[src/rtl/core_tracked.sv]
`default_nettype none
// ============================================================================
// Module   : core_tracked
// Brief    : Coherency traffic core. Issues hold-until-accepted read/write
//            requests, stamps written words with {ID, per-address sequence},
//            and checks in-order read returns against its own last write.
// Revision : 1.0  initial release
// ============================================================================
module core_tracked #(
  parameter int ID        = 0,
  parameter int ID_W      = 4,
  parameter int DATA_W    = 8,
  parameter int ADDR_W    = 2,
  parameter int OUT_DEPTH = 4
) (
  input  logic                         clk,
  input  logic                         rst_n,
  input  logic                         i_rd,
  input  logic                         i_wr,
  input  logic [ADDR_W-1:0]            i_addr,
  output logic                         rd,
  output logic                         wr,
  output logic [ADDR_W-1:0]            addr,
  output logic [DATA_W-1:0]            wdata,
  input  logic                         rdy,
  input  logic                         rvalid,
  input  logic [DATA_W-1:0]            rdata,
  output logic                         stall,
  output logic [$clog2(OUT_DEPTH):0]   outstanding,
  output logic                         err_stale,
  output logic                         err_unexp,
  output logic [7:0]                   err_cnt
);

  localparam int c_seq_w  = DATA_W - ID_W;
  localparam int c_ptr_w  = $clog2(OUT_DEPTH);
  localparam int c_cnt_w  = c_ptr_w + 1;
  localparam int c_n_addr = 2 ** ADDR_W;
  localparam logic [ID_W-1:0]    c_id   = ID_W'(ID);
  localparam logic [c_cnt_w-1:0] c_full = c_cnt_w'(OUT_DEPTH);

  // Request register
  logic                r_rd;
  logic                r_wr;
  logic [ADDR_W-1:0]   r_addr;
  logic [DATA_W-1:0]   r_wdata;

  // Per-address shadow of our own writes
  logic [c_seq_w-1:0]  r_seq [c_n_addr];
  logic [c_n_addr-1:0] r_vld;

  // Expected-return FIFO: each entry is {valid, seq} snapshot at read load
  logic [c_seq_w:0]    r_fifo [OUT_DEPTH];
  logic [c_ptr_w-1:0]  r_wptr;
  logic [c_ptr_w-1:0]  r_rptr;
  logic [c_cnt_w-1:0]  r_count;

  logic                r_err_stale;
  logic                r_err_unexp;
  logic [7:0]          r_err_cnt;

  logic                w_free;
  logic                w_full;
  logic                w_load_wr;
  logic                w_load_rd;
  logic                w_pop;
  logic [c_seq_w-1:0]  w_seq_next;
  logic [c_seq_w:0]    w_head;
  logic                w_stale;

  // Full is judged on the pre-edge count, so a same-cycle pop never frees a slot
  assign w_free     = !(r_rd || r_wr) || rdy;
  assign w_full     = (r_count == c_full);
  assign w_load_wr  = w_free && i_wr;
  assign w_load_rd  = w_free && !i_wr && i_rd && !w_full;
  assign w_pop      = rvalid && (r_count != '0);
  assign w_seq_next = r_seq[i_addr] + c_seq_w'(1);
  assign w_head     = r_fifo[r_rptr];
  // Only own-id data returned for an address we have written is checked
  assign w_stale    = w_pop && w_head[c_seq_w]
                      && (rdata[DATA_W-1 -: ID_W] == c_id)
                      && (rdata[c_seq_w-1:0] != w_head[c_seq_w-1:0]);

  assign stall = (i_rd || i_wr) && (!w_free || (!i_wr && i_rd && w_full));

  assign rd          = r_rd;
  assign wr          = r_wr;
  assign addr        = r_addr;
  assign wdata       = r_wdata;
  assign outstanding = r_count;
  assign err_stale   = r_err_stale;
  assign err_unexp   = r_err_unexp;
  assign err_cnt     = r_err_cnt;

  // Request register: load a new request whenever the previous one is gone
  always_ff @(posedge clk or negedge rst_n) begin
    if (!rst_n) begin
      r_rd    <= 1'b0;
      r_wr    <= 1'b0;
      r_addr  <= '0;
      r_wdata <= '0;
    end else if (w_free) begin
      if (w_load_wr) begin
        r_wr    <= 1'b1;
        r_rd    <= 1'b0;
        r_addr  <= i_addr;
        r_wdata <= {c_id, w_seq_next};
      end else if (w_load_rd) begin
        r_wr    <= 1'b0;
        r_rd    <= 1'b1;
        r_addr  <= i_addr;
      end else begin
        r_wr    <= 1'b0;
        r_rd    <= 1'b0;
      end
    end
  end

  // Shadow sequence numbers advance on every write load; wrap is silent
  always_ff @(posedge clk or negedge rst_n) begin
    if (!rst_n) begin
      for (int i = 0; i < c_n_addr; i++) begin
        r_seq[i] <= '0;
      end
      r_vld <= '0;
    end else if (w_load_wr) begin
      r_seq[i_addr] <= w_seq_next;
      r_vld[i_addr] <= 1'b1;
    end
  end

  // FIFO storage: snapshot of the shadow entry taken when a read loads
  always_ff @(posedge clk) begin
    if (w_load_rd) begin
      r_fifo[r_wptr] <= {r_vld[i_addr], r_seq[i_addr]};
    end
  end

  // FIFO pointers and occupancy; push and pop on one edge cancel out
  always_ff @(posedge clk or negedge rst_n) begin
    if (!rst_n) begin
      r_wptr  <= '0;
      r_rptr  <= '0;
      r_count <= '0;
    end else begin
      if (w_load_rd) begin
        r_wptr <= r_wptr + c_ptr_w'(1);
      end
      if (w_pop) begin
        r_rptr <= r_rptr + c_ptr_w'(1);
      end
      if (w_load_rd && !w_pop) begin
        r_count <= r_count + c_cnt_w'(1);
      end else if (!w_load_rd && w_pop) begin
        r_count <= r_count - c_cnt_w'(1);
      end
    end
  end

  // Sticky error flags and saturating stale counter
  always_ff @(posedge clk or negedge rst_n) begin
    if (!rst_n) begin
      r_err_stale <= 1'b0;
      r_err_unexp <= 1'b0;
      r_err_cnt   <= 8'd0;
    end else begin
      if (w_stale) begin
        r_err_stale <= 1'b1;
        if (r_err_cnt != 8'hFF) begin
          r_err_cnt <= r_err_cnt + 8'd1;
        end
      end
      if (rvalid && (r_count == '0)) begin
        r_err_unexp <= 1'b1;
      end
    end
  end

endmodule
`default_nettype wire

[config.mk]
export PLATFORM = sky130hd
export DESIGN_NAME = core_tracked
export DESIGN_NICKNAME = d
export VERILOG_FILES = /design/src/rtl/core_tracked.sv
export SDC_FILE = /design/constraint.sdc
export NUM_CORES = 1
export LEC_CHECK = 0
export ABC_AREA = 1
export CAP_MARGIN = 40
export CORE_MARGIN = 2
export CORE_UTILIZATION = 49
export CTS_CLUSTER_SIZE = 14
export DETAILED_ROUTE_END_ITERATION = 8
export PLACE_DENSITY_LB_ADDON = 0.05
export SLEW_MARGIN = 20
export SYNTH_ARGS = -nofsm -noshare
export SYNTH_HDL_FRONTEND = slang
export SYNTH_SLANG_ARGS = --single-unit
[constraint.sdc]
create_clock -name clk -period 2.2 [get_ports clk]
set_clock_uncertainty 0.05 [all_clocks]
set_input_delay 0.22 -clock clk [delete_from_list [all_inputs] [get_ports clk]]
set_output_delay 0.22 -clock clk [all_outputs]
set_load 0.005 [all_outputs]
==> results of run 1 <==
==> repair_timing <==
| action | CTS | global route |
|---|---|---|
| hold buffers | 1 | 0 |
| pin swaps | 0 | 0 |
| endpoints found under the hold margin | 21 | 0 |
| resized for setup | 1 | 6 |
| setup endpoints to repair | 1 | 3 |
==> worst reg2reg max path: stages (launching register included) <==
cell	delay, ns
dfrtp_1	0.38
inv_1	0.09
a21oi_2	0.07
a21oi_2	0.12
nand3_1	0.11
inv_2	0.08
ha_1	0.14
inv_1	0.06
fa_1	0.37
a21oi_1	0.14
o21ai_0	0.11
xor2_1	0.15
==> layout make-up <==
| type | instances | area share |
|---|---|---|
| Clock buffer | 13 | 0.0416 |
| Clock inverter | 3 | 0.00393 |
| Tap cell | 75 | 0.0246 |
| Timing Repair Buffer | 54 | 0.134 |
| Sequential cell | 65 | 0.452 |
| Inverter | 36 | 0.0354 |
| Multi-Input combinational cell | 217 | 0.308 |
==> through the flow <==
| step | instance area, um2 | setup TNS (ns) | utilization | instances |
|---|---|---|---|---|
| 2_1_floorplan | 3090 | 0 | - | 326 |
| 3_3_place_gp | 3620 | -0.0415 | 0.604 | 446 |
| 3_5_place_dp | 3620 | -0.148 | 0.604 | 446 |
| 4_1_cts | 3800 | 0 | 0.635 | 463 |
| 5_1_grt | 3820 | 0 | 0.637 | 463 |
| 6_report | 3820 | 0 | 0.637 | 463 |
==> sequential cells by signal (all words and copies together) (netlist names) <==
signal       count
r_fifo          20
r_seq           16
err_cnt          8
r_vld            4
wdata            4
outstanding      3
addr             2
r_rptr           2
r_wptr           2
err_stale        1
err_unexp        1
rd               1
wr               1
==> power by group through the flow <==
stage | combinational, uW | clock [uW] | sequential (uW)
finish | 1350 | 902 | 1800
global route | 1540 | 965 | 1850
CTS | 1360 | 925 | 1790
detailed placement | 1350 | 0 | 1810
global placement | 1320 | 0 | 1800
floorplan | 848 | 0 | 1740
==> kinds of logic (layout without fill, tap and decap cells) <==
group                      after synthesis  count (layout)  share of synthesized area
AOI/OAI and AO/OA                       36              36                     0.0687
xor gates and xnor gates                 9               9                     0.0256
adders and majority gates                8               8                     0.0350
buffers and inverters                   44             106                     0.0650
DFF                                     65              65                      0.561
muxes                                    1               1                    0.00366
other                                    1               4                    0.00122
and+or+nand+nor                        159             159                      0.240
==> worst max-delay path by stage <==
| stage | from | to | slack, ns | cells after the start |
|---|---|---|---|---|
| 2_1_floorplan | outstanding[0] | outstanding[2] | 0.08 | 10 |
| 3_5_place_dp | rdy | outstanding[2] | -0.12 | 11 |
| 6_report | rd | outstanding[2] | 0.20 | 11 |
| 3_3_place_gp | rdy | outstanding[2] | -0.04 | 11 |
| 5_1_grt | rd | outstanding[2] | 0.003 | 11 |
| 4_1_cts | outstanding[1] | stall | 0.04 | 5 |
==> metal layers <==
metal	vias to the layer above	global-route usage	part of all wire
li1	1178	-	-
met1	1078	0.270	0.48
met2	48	0.292	0.46
met3	13	0.0368	0.041
met4	0	0.0984	0.023
met5	-	0	0
==> cell usage in the layout, fill, tap and decap left out, types with 2 or more instances in the layout <==
cell             instances
nand2_2                  5
clkinv_2                 3
nor3_1                   2
or2_2                    2
clkdlybuf4s50_1         35
clkbuf_8                11
nor2_2                   2
nand3b_1                 2
a22oi_1                  8
inv_2                    2
nand2_1                 87
a21oi_2                  2
nand3_2                  2
inv_1                   34
xnor2_1                  2
dfrtp_1                 44
xor2_1                   7
o21ai_0                 19
buf_4                   15
nand3_1                 21
conb_1                   4
nor2_1                  20
ha_1                     7
a21oi_1                  4
nand4_1                 10
edfxtp_1                20
clkbuf_1                 2
==> synthesized netlist by cell type <==
library cell,number
o221ai_1,1
conb_1,1
a22oi_1,8
a21oi_1,6
buf_6,2
nor2_1,21
ha_1,7
o21ai_0,19
edfxtp_1,20
and2_1,1
nand2_4,1
nor2_2,2
nor3_4,1
dfrtp_1,45
nand2_2,5
a31o_2,1
xor2_1,7
nand3_1,21
nand4_1,10
inv_2,1
nand3_4,1
nor3b_2,1
fa_1,1
buf_4,5
mux2_2,1
nand2_1,87
inv_1,35
xnor2_1,2
nand3_2,2
nor3_1,2
nand3b_1,2
a21o_2,1
buf_2,1
or2_2,2
==> impl_metrics.py, run 1 <==
metrics = {
    "run_status": {
        "status": "completed",
    },
    "route": {
        "ant_nets": 0,
        "drt-wirelength-per-cell_um": 13.3,
        "vias": 2317,
        "via_per_inst": 5.00,
        "drt_iter0_drc": 132,
        "routed_wl_um": 6150,
        "drc": 0,
        "first_pass_iters": 4,
    },
    "critical_path": {
        "worstReg2RegStart": "rd",
        "critPathMaxStageDelay_ns": 0.38,
        "critPathBufInv": 3,
        "worst_setup_path_end_kind": "flop",
        "path_class": "reg2reg",
        "cp_cell_sequence": "inv_1 > a21oi_2 > a21oi_2 > nand3_1 > inv_2 > ha_1 > inv_1 > fa_1 > a21oi_1 > o21ai_0 > xor2_1",
        "required_ns": 2.37,
        "path_delay_family": "adder cells",
        "worst_path_max_delay_cell": "dfrtp_1",
        "worstPathMaxFanout": 3,
        "regToRegSetupSlack_ns": 0.20,
        "worstSetupStartpointType": "flop",
        "r2r_cells": 11,
        "arrival_ns": 2.17,
        "rr_endpoint": "outstanding[2]",
    },
    "final_layout": {
        "multi_input_area_um2": 1180,
        "ff_latch_area_um2": 1730,
        "fill_cells": 518,
        "drive_gt1_frac": 0.142,
        "area_growth_pct": 24.1,
        "n_antenna_cell": 0,
        "nets": 407,
    },
    "power_and_ir_drop": {
        "p_leak_uw": 0.00178,
        "power.switching_uw": 1380,
        "max-vdd-ir-drop_v": 0.000741,
        "sw_frac_of_total": 0.342,
        "pwr_density_cell_nw_per_um2": 1060,
        "power_frac_comb": 0.333,
        "clockPowerShare": 0.223,
        "seq_power_share": 0.445,
        "intPower_uw": 2670,
        "p_total_uw": 4050,
    },
    "logic_synthesis": {
        "ys_top_cells_by_area": "dfrtp_1, edfxtp_1, nand2_1, inv_1, nand3_1",
        "syn_area_um2": 3080,
        "ys_seq_elements": 65,
        "avgSynthCellArea_um2": 9.53,
        "synth_top_cell_by_area": "dfrtp_1",
        "synth_top_area_frac": 0.366,
        "synthCells": 323,
        "ys.warnings.count": 0,
        "yosysSeqAreaShare": 0.561,
        "yosysUniqueCellTypes": 34,
    },
    "sta": {
        "setup_viol": 0,
        "rsz0062_at_grt": "false",
        "period_minus_slack_ns": 2.00,
        "fmax_mhz": 500,
        "finalWorstSetupSlack_ns": 0.201,
        "hold_slack_ns": 0.346,
        "slew_headroom": 0.635,
        "hold_violations": 0,
        "worst_pin_slew_ns": 0.548,
        "final_max_slew_viol_count": 0,
        "fin_crit_sh": 0.908,
    },
    "die": {
        "dieArea_um2": 6930,
        "coreArea_um2": 5990,
        "row_count": 28,
        "die_y_um": 83.3,
        "ios": 42,
        "initial_core_util": 0.514,
        "fp.dieW_um": 83.3,
    },
    "cts": {
        "clock_path_buffers": 2,
        "cts-root-buf": "clkbuf_8",
        "cts-buffers-inserted": 9,
        "cts_tree": "yes",
        "cts.sinks": 65,
        "cts-htree-levels": 3,
        "clk_latency_ns": 0.34,
        "path_clk_slew_ns": 0.07,
        "post-cts-setup-buffers": 0,
    },
    "global_route": {
        "grt_start_max_net_pins": 25,
        "antenna_found_initial": 0,
        "grt_pass1_vias": 2222,
        "grt_usage": 0.194,
        "overflow": 0,
        "grt_pass1_wl_um": 10700,
    },
    "placement": {
        "post-place-ws_ns": -0.118,
        "io_buffers": 37,
        "gp_congestion": 0.790,
        "dp_hpwl_um": 4400,
    },
    "run": {
        "maxCapViolations": 0,
    },
    "hold_path": {
        "hold_class": "in2async",
    },
}
No activity file was read; power rests on OpenSTA's default activity.
==> run 2: changes to the inputs <==
--- a/config.mk
+++ b/config.mk
@@ -7,12 +7,12 @@
 export LEC_CHECK = 0
 export ABC_AREA = 1
 export CAP_MARGIN = 40
-export CORE_MARGIN = 2
+export CORE_MARGIN = 8
 export CORE_UTILIZATION = 49
 export CTS_CLUSTER_SIZE = 14
 export DETAILED_ROUTE_END_ITERATION = 8
 export PLACE_DENSITY_LB_ADDON = 0.05
-export SLEW_MARGIN = 20
+export SLEW_MARGIN = 30
 export SYNTH_ARGS = -nofsm -noshare
 export SYNTH_HDL_FRONTEND = slang
 export SYNTH_SLANG_ARGS = --single-unit
==> run 2 against run 1 <==
- combinational power is essentially flat
- non-clock buffer count down 1
- final area up 0.88%
- cell count grew 0.22%
- sequential share of layout area is 0.40 points lower
- first-iteration DRC count decreased by 45%
- sequential power hardly changed
- sequential cell count unchanged
- critical path depth unchanged
- hold slack got worse by 0.0015 ns
- via count decreased by 3.4%
==> impl_metrics.py, run 2 (same netlist as run 1, synthesis figures left out) <==
metrics = {
    "route": {
        "drt-wirelength-per-cell_um": 13.5,
        "routed_wl_um": 6260,
        "drc": 0,
        "vias": 2238,
        "ant_nets": 0,
        "via_per_inst": 4.82,
        "drt_iter0_drc": 73,
        "first_pass_iters": 4,
    },
    "power_and_ir_drop": {
        "p_total_uw": 4190,
        "max-vdd-ir-drop_v": 0.000650,
        "pwr_density_cell_nw_per_um2": 1090,
        "p_leak_uw": 0.00179,
    },
    "die": {
        "fp.dieW_um": 95.3,
        "coreArea_um2": 6200,
        "dieArea_um2": 9070,
        "die_y_um": 95.3,
        "initial_core_util": 0.496,
        "row_count": 29,
        "ios": 42,
    },
    "critical_path": {
        "arrival_ns": 2.18,
        "worst_setup_path_end_kind": "flop",
        "cp-startpoint": "wr",
        "worstPathMaxFanout": 3,
        "required_ns": 2.36,
        "worstReg2RegStart": "wr",
        "worstSetupStartpointType": "flop",
        "path_class": "reg2reg",
    },
    "cts": {
        "clk_latency_ns": 0.33,
        "cts_tree": "yes",
        "cts-buffers-inserted": 9,
        "path_clk_slew_ns": 0.07,
        "cts-htree-levels": 3,
        "cts-root-buf": "clkbuf_8",
        "clock_path_buffers": 2,
        "cts.sinks": 65,
    },
    "sta": {
        "hold_violations": 0,
        "fin_crit_sh": 0.919,
        "rsz0062_at_grt": "false",
        "slew_headroom": 0.643,
        "worst_pin_slew_ns": 0.536,
        "fmax_mhz": 495,
        "setup_viol": 0,
        "hold_slack_ns": 0.345,
        "period_minus_slack_ns": 2.02,
        "final_max_slew_viol_count": 0,
    },
    "global_route": {
        "antenna_found_initial": 0,
        "grt_pass1_wl_um": 10800,
        "grt_start_max_net_pins": 26,
        "grt_pass1_vias": 2326,
        "overflow": 0,
        "grt_usage": 0.152,
    },
    "hold_path": {
        "hold_class": "in2async",
    },
    "final_layout": {
        "ff_latch_area_um2": 1730,
        "multi_input_area_um2": 1180,
        "post-route-cell-area_um2": 3850,
        "drive_gt1_frac": 0.145,
        "nets": 406,
        "largest_register_ffs": 20,
        "area_growth_pct": 25.2,
        "final_cell_mix": "nand2_1, dfrtp_1, clkdlybuf4s50_1",
        "n_antenna_cell": 0,
        "final_common_cell": "nand2_1",
        "fill_cells": 556,
        "top_register": "r_fifo",
    },
    "placement": {
        "io_buffers": 37,
        "dp_hpwl_um": 4450,
        "place_area_um2": 3610,
        "gp_congestion": 0.794,
    },
    "run_status": {
        "status": "completed",
    },
    "run": {
        "maxCapViolations": 0,
    },
}
run 2: changes by cell type in the layout (fill, tap and decap cells not counted):
cell and delta:
buf_4 -1, bufinv_16 +1, clkbuf_8 +1, clkinv_2 -2, inv_1 -1, inv_2 +1
nand3_1 -1, nand3_2 +1
run 2: layout make-up:
class / instances / area share
Sequential cell: 65 / 0.449
Clock buffer: 14 / 0.0448
Inverter: 36 / 0.0351
Timing Repair Buffer: 53 / 0.131
Tap cell: 77 / 0.0250
Clock inverter: 2 / 0.00909
Multi-Input combinational cell: 217 / 0.307
run 2: path summary, 6_finish.rpt:
check | depth (start not counted) | to | slack [ns]
min reg2reg | 2 | r_vld[3] | 0.41
max reg2reg | 11 | outstanding[2] | 0.18
max in group asynchronous | 3 | outstanding[1] | 1.23
min in group clk | 2 | r_vld[3] | 0.41
max | 11 | outstanding[2] | 0.18
min | 2 | err_cnt[6] | 0.34
run 2: timing repair:
action / in CTS / in global routing
resized for setup: 1 / 8
buffers inserted: 0 / 0
endpoints found under the setup margin: 1 / 2
endpoints found under the hold margin: 20 / 0
hold buffers: 1 / 0
run 2: power breakdown:
part / switching, uW / internal, uW / total, uW / leakage [uW]
clock network: 423 / 616 / 1040 / 0.000107
registers: 229 / 1570 / 1790 / 0.000737
logic: 719 / 634 / 1350 / 0.000948
run 2: per-layer routing:
metal  part of all wire  GRT usage
met5                  0          0
met1               0.48      0.191
met2               0.47      0.245
met3              0.040     0.0299
met4              0.019     0.0780
run 2: critical path, cell delays in order (launching register included):
cell and delay, ns:
dfrtp_1 0.39, inv_1 0.09, a21oi_2 0.07, a21oi_2 0.14, nand3_2 0.10, inv_2 0.08
ha_1 0.13, inv_1 0.06, fa_1 0.39, a21oi_1 0.15, o21ai_0 0.11, xor2_1 0.15
run 2: stage by stage:
stage / setup WS, ns / cells / TNS (ns) / util
after floorplan: 0.0825 / 326 / 0 / -
after global placement: -0.0437 / 447 / -0.0437 / 0.582
after detailed placement: -0.103 / 447 / -0.103 / 0.582
after CTS: 0.0331 / 464 / 0 / 0.617
after global routing: 0.0110 / 464 / 0 / 0.621
final: 0.179 / 464 / 0 / 0.621
